[src/rtl/countdown_ctrl_if.sv]
// Control/status bundle between the game FSM, the 1 s tick generator and countdown_ctrl.
// master drives commands and the tick; slave is the countdown controller itself.
interface countdown_ctrl_if;
    logic       start;
    logic       pause;
    logic       abort;
    logic [6:0] load_secs;
    logic       tick;
    logic       tick_en;
    logic [6:0] secs_left;
    logic [3:0] secs_tens;
    logic [3:0] secs_ones;
    logic       running;
    logic       paused;
    logic       expired;
    logic       done;

    modport master (
        output start, pause, abort, load_secs, tick,
        input  tick_en, secs_left, secs_tens, secs_ones, running, paused, expired, done
    );

    modport slave (
        input  start, pause, abort, load_secs, tick,
        output tick_en, secs_left, secs_tens, secs_ones, running, paused, expired, done
    );
endinterface

[src/rtl/countdown_ctrl.sv]
// Seconds countdown sequencer: loads a count, gates the 1 s tick generator and
// counts down to expiry, with pause/resume, restart and abort. All outputs registered.
module countdown_ctrl #(
    parameter int MAX_SECS = 99
) (
    input  logic              clk,
    input  logic              rst_n,
    countdown_ctrl_if.slave   bus
);

    typedef enum logic [2:0] {
        IDLE,
        ARM,
        RUNNING,
        PAUSED,
        EXPIRED
    } state_t;

    state_t     state;
    state_t     state_nx;
    logic [6:0] count_nx;
    logic [6:0] load_clamped;
    logic       done_nx;

    function automatic logic [6:0] clamp_secs(input logic [6:0] v);
        if (v > 7'(MAX_SECS)) begin
            return 7'(MAX_SECS);
        end
        return v;
    endfunction

    function automatic logic [3:0] bcd_tens(input logic [6:0] v);
        return 4'(v / 7'd10);
    endfunction

    function automatic logic [3:0] bcd_ones(input logic [6:0] v);
        return 4'(v % 7'd10);
    endfunction

    assign load_clamped = clamp_secs(bus.load_secs);

    // Next-state / next-count: abort > start > pause > tick
    always_comb begin
        state_nx = state;
        count_nx = bus.secs_left;
        done_nx  = 1'b0;

        if (bus.abort) begin
            state_nx = IDLE;
            count_nx = '0;
        end else if (bus.start) begin
            count_nx = load_clamped;
            if (load_clamped == '0) begin
                state_nx = EXPIRED;
                done_nx  = 1'b1;
            end else begin
                state_nx = ARM;
            end
        end else begin
            unique case (state)
                IDLE: begin
                    state_nx = IDLE;
                end
                // One dead cycle with tick_en low so the tick generator restarts a full interval.
                ARM: begin
                    state_nx = RUNNING;
                end
                RUNNING: begin
                    if (bus.pause) begin
                        state_nx = PAUSED;
                    end else if (bus.tick) begin
                        if (bus.secs_left > 7'd1) begin
                            count_nx = bus.secs_left - 7'd1;
                        end else begin
                            count_nx = '0;
                            state_nx = EXPIRED;
                            done_nx  = 1'b1;
                        end
                    end
                end
                PAUSED: begin
                    if (bus.pause) begin
                        state_nx = RUNNING;
                    end
                end
                EXPIRED: begin
                    count_nx = '0;
                end
                default: begin
                    state_nx = IDLE;
                    count_nx = '0;
                end
            endcase
        end
    end

    // Registered state, count and decoded outputs (decode uses next state so outputs align with it)
    always_ff @(posedge clk or negedge rst_n) begin
        if (!rst_n) begin
            state         <= IDLE;
            bus.secs_left <= '0;
            bus.secs_tens <= '0;
            bus.secs_ones <= '0;
            bus.tick_en   <= 1'b0;
            bus.running   <= 1'b0;
            bus.paused    <= 1'b0;
            bus.expired   <= 1'b0;
            bus.done      <= 1'b0;
        end else begin
            state         <= state_nx;
            bus.secs_left <= count_nx;
            bus.secs_tens <= bcd_tens(count_nx);
            bus.secs_ones <= bcd_ones(count_nx);
            bus.tick_en   <= (state_nx == RUNNING);
            bus.running   <= (state_nx == RUNNING);
            bus.paused    <= (state_nx == PAUSED);
            bus.expired   <= (state_nx == EXPIRED);
            bus.done      <= done_nx;
        end
    end

endmodule
[src/flat_wrapper.sv]
// flat-port wrapper written by rule: the top's interface ports become plain ports
module countdown_ctrl_flat 
#(
    parameter int MAX_SECS = 99
)
  (clk, rst_n, bus_start, bus_pause, bus_abort, bus_load_secs, bus_tick, bus_tick_en, bus_secs_left, bus_secs_tens, bus_secs_ones, bus_running, bus_paused, bus_expired, bus_done);
  countdown_ctrl_if bus_i ();
  input  logic clk;
  input  logic rst_n;
  input wire logic [$bits(bus_i.start)-1:0] bus_start;
  input wire logic [$bits(bus_i.pause)-1:0] bus_pause;
  input wire logic [$bits(bus_i.abort)-1:0] bus_abort;
  input wire logic [$bits(bus_i.load_secs)-1:0] bus_load_secs;
  input wire logic [$bits(bus_i.tick)-1:0] bus_tick;
  output wire logic [$bits(bus_i.tick_en)-1:0] bus_tick_en;
  output wire logic [$bits(bus_i.secs_left)-1:0] bus_secs_left;
  output wire logic [$bits(bus_i.secs_tens)-1:0] bus_secs_tens;
  output wire logic [$bits(bus_i.secs_ones)-1:0] bus_secs_ones;
  output wire logic [$bits(bus_i.running)-1:0] bus_running;
  output wire logic [$bits(bus_i.paused)-1:0] bus_paused;
  output wire logic [$bits(bus_i.expired)-1:0] bus_expired;
  output wire logic [$bits(bus_i.done)-1:0] bus_done;
  assign bus_i.start = bus_start;
  assign bus_i.pause = bus_pause;
  assign bus_i.abort = bus_abort;
  assign bus_i.load_secs = bus_load_secs;
  assign bus_i.tick = bus_tick;
  assign bus_tick_en = bus_i.tick_en;
  assign bus_secs_left = bus_i.secs_left;
  assign bus_secs_tens = bus_i.secs_tens;
  assign bus_secs_ones = bus_i.secs_ones;
  assign bus_running = bus_i.running;
  assign bus_paused = bus_i.paused;
  assign bus_expired = bus_i.expired;
  assign bus_done = bus_i.done;
  countdown_ctrl #(.MAX_SECS(MAX_SECS)) u_core (.clk(clk), .rst_n(rst_n), .bus(bus_i));
endmodule
[config.mk]
export PLATFORM = sky130hd
export DESIGN_NAME = countdown_ctrl_flat
export DESIGN_NICKNAME = d
export VERILOG_FILES = /design/src/rtl/countdown_ctrl_if.sv /design/src/rtl/countdown_ctrl.sv /design/src/flat_wrapper.sv
export SDC_FILE = /design/constraint.sdc
export NUM_CORES = 1
export LEC_CHECK = 0
export CAP_MARGIN = 0
export CORE_MARGIN = 4
export CORE_UTILIZATION = 30
export DETAILED_ROUTE_END_ITERATION = 8
export DONT_BUFFER_PORTS = 1
export GPL_ROUTABILITY_DRIVEN = 0
export GPL_TIMING_DRIVEN = 0
export SLEW_MARGIN = 20
export SYNTH_ARGS = -nofsm -noshare
export SYNTH_HDL_FRONTEND = slang
export SYNTH_SLANG_ARGS = --single-unit
[constraint.sdc]
create_clock -name clk -period 12 [get_ports clk]
set_input_delay 3 -clock clk [delete_from_list [all_inputs] [get_ports clk]]
set_output_delay 3 -clock clk [all_outputs]
set_load 0.005 [all_outputs]
==> out/metrics.yaml <==
status:
  outcome: "finished clean"
floorplan:
  die_area_mm2: 0.007190
  ios: 33
  die_w_um: 84.80
  initial_core_util_pct: 31.55
  num_rows: 27
  die_h_um: 84.80
  core_mm2: 0.005608
global_routing:
  grt_antenna_before_repair: 0
  grt_usage_pct: 13.21
  grt_pass1_wl_um: 7817
  grt_pass1_vias: 1580
  grt_overflow: 0
  grt_max_degree: 22
setup_path:
  cp_data_required_time_ns: 12.14
  critical_path_class: "primary input to register"
  critPathMaxFanout: 7
  cp.arrival_ns: 6.47
  critPathLaunchType: "primary input"
  cp-end-kind: "register"
sta:
  timing.final.hold_violations: 0
  setup_tns_ns: 0
  worst_pin_slew_ns: 0.6901
  fin_crit_ns: 6.336
  finalSetupViolations: 0
  fin_crit_sh_pct: 52.80
  report.final.slew_viol_count: 0
  slew_headroom_pct: 53.78
  max_freq_ghz: 0.1578
  finClkSkew_ns: 0.004230
  rsz0062_at_grt: "no"
yosys:
  synth_enable_flop_cells: 0
  synthSimpleGateAreaFrac_pct: 27.09
  synth-compound-area-share_pct: 32.46
  yosysTopAreaCell: "dfrtp_1"
  postSynthAreaPerCell_um2: 8.715
  synthMuxAreaShare_pct: 0.6365
  synth_cells: 203
  ys_warn_count: 0
  synthArstFlopShare_pct: 100.0
  ys.flop_type: "dfrtp_1"
  synth_top_family_by_area: "compound AO/OA/AOI/OAI gates"
  synth_fp_nets: 220
  netlist_area_mm2: 0.001769
  ys_types: 69
  synthAdderAreaFrac_pct: 2.829
  synthDominantCellAreaShare_pct: 29.70
  ys_seq_area_share_pct: 29.70
  ys_ff_latch: 21
  synthTopCellsByArea: "dfrtp_1 30%, nor2_1 3.6%, inv_1 3.4%, a21oi_1 2.8%, ha_1 2.8%"
  synth_xor_area_share_pct: 0.9901
layout:
  fin_util_pct: 33.98
  final_nets: 225
  fin_area_mm2: 0.001906
  instances_no_fill: 279
  syn2layout_area_growth_pct: 7.709
  multi_input_area_mm2: 0.001132
  num_antenna_cells: 0
  ff_latch_area_um2: 525.5
  nFillCells: 595
  drive_gt1_share_pct: 15.46
place:
  io_buffers: 0
  hpwl_um: 3526
  dpl.cell_count: 275
  placed_area_mm2: 0.001859
cts:
  ctsResizeCount: 0
  clock_path_buffers: 2
  tritoncts: "done"
  clk_pin_slew_ns: 0.08
  worstSkewPairLatency_ns: 0.26
  cts-root-buf: "clkbuf_8"
  postCtsSetupRepairBufs: 0
  cts_max_level: 1
  holdBufCountCts: 0
  cts_buffers: 3
  cts.sinks: 21
job:
  maxCapViolations: 0
detailed_routing:
  num_vias: 1601
  initialDrtViolationCount: 72
  totalWireLength_um: 4586
  post_drt_via_cell_ratio: 5.738
  firstDrtPassIters: 4
  drc: 0
  routedWlPerCell_um: 16.44
  ant_nets: 0
pwr:
  vdd_drop_max_mv: 0.04228
  power_leakage_nw: 0.7674
  pwr_density_cell_mw_per_mm2: 95.31
hold_path:
  hold_path.class: "register to register"
-- worst max-delay path, cell delays in order --
cell,delay [ns]
nor4b_4,0.35
a31oi_1,0.18
nor4b_1,0.60
o22a_2,0.30
a21oi_1,0.09
ha_1,0.28
inv_1,0.20
a211oi_1,0.08
a311oi_1,0.26
o22ai_1,0.13
a22o_1,0.29
inv_1,0.09
ha_1,0.26
nor2_1,0.08
a22oi_1,0.17
nand3_1,0.11
-- path summary, 6_finish.rpt --
kind	depth (start not counted)	from	slack, ns	endpoint
max	16	bus_pause	5.66	u_core.bus.secs_ones[1]$_DFF_PN0_
min	2	u_core.state[0]$_DFF_PN0_	0.70	u_core.state[2]$_DFF_PN0_
max reg2reg	17	u_core.bus.secs_left[0]$_DFF_PN0_	7.64	u_core.bus.secs_ones[3]$_DFF_PN0_
min reg2reg	2	u_core.state[0]$_DFF_PN0_	0.70	u_core.state[2]$_DFF_PN0_
max in group asynchronous	0	rst_n	9.50	u_core.bus.paused$_DFF_PN0_
min in group asynchronous	0	rst_n	2.43	u_core.bus.secs_tens[1]$_DFF_PN0_
-- registers in the layout (all words and copies together) (netlist names) --
signal	count
u_core.bus.paused	1
u_core.bus.running	1
u_core.bus.done	1
u_core.bus.expired	1
u_core.bus.secs_tens	4
u_core.bus.secs_ones	3
u_core.state	3
u_core.bus.secs_left	7
-- stage by stage --
stage               setup slack (ns)   power, W  hold WS, ns
detailed placement             5.412  0.0001364       0.6906
global placement               5.440  0.0001365       0.6948
finish                         5.664  0.0001816       0.7010
global route                   5.268  0.0001939       0.7522
floorplan                      5.861  0.0001254       0.6352
CTS                            5.687  0.0001843       0.6997
-- Yosys cell counts (all sizes together) (2+ instances only) --
| cell type | count |
|---|---|
| dfrtp | 21 |
| nor2 | 18 |
| inv | 17 |
| nand2 | 11 |
| a21oi | 10 |
| nor3 | 9 |
| a31oi | 7 |
| nand3 | 7 |
| nor2b | 7 |
| o21ai | 6 |
| buf | 5 |
| a211oi | 4 |
| a311oi | 4 |
| clkbuf | 4 |
| ha | 4 |
| nor4 | 4 |
| o211ai | 4 |
| o31a | 4 |
| or3 | 4 |
| a21o | 3 |
| and2 | 3 |
| nand2b | 3 |
| o22ai | 3 |
| or3b | 3 |
| a2111oi | 2 |
| a211o | 2 |
| nand4 | 2 |
| nor4b | 2 |
| o2111a | 2 |
| o21a | 2 |
| or2 | 2 |
-- power breakdown --
part           internal [W]  switching, W
clock network     0.0000231     0.0000228
logic             0.0000216     0.0000313
registers         0.0000767    0.00000612
total              0.000121     0.0000602
-- layer usage --
layer	vias up	track usage [%]	routed length [um]
li1	785	-	-
met1	746	17.84	2114
met2	60	20.21	2035
met3	10	4.122	324
met4	0	3.885	111
met5	-	0	0
-- placed cells by master (no fill, tap or decap), types with 3 or more instances in the layout --
cell type and instances:
buf_4 3, nor2_1 17, a311oi_1 4, dfrtp_1 21, clkbuf_1 4, nand2b_1 3, nand2_1 9, inv_1 16
o31a_1 4, o21ai_0 5, clkbuf_8 3, a21o_1 3, a211oi_1 3, nand3_1 7, ha_1 4, nor3_1 8
a21oi_1 10, or3_1 4, a31oi_1 7, and2_1 3, nor4_1 3, nor2b_1 7
-- cell type report --
type	count	area share, %
plain buffers	9	2.495
clock buffers	3	2.167
clock inverters	1	0.2626
inverters	17	3.349
multi-input cells	156	59.42
flip-flops and latches	21	27.58
well taps	72	4.728
-- kinds of logic after synthesis --
| family | after synthesis |
|---|---|
| xor+xnor | 2 |
| simple gates | 80 |
| buf+inv | 26 |
| compound gates | 69 |
| fa+ha+maj | 4 |
| mux | 1 |
| flops | 21 |
(Power assumes the default switching activity.)
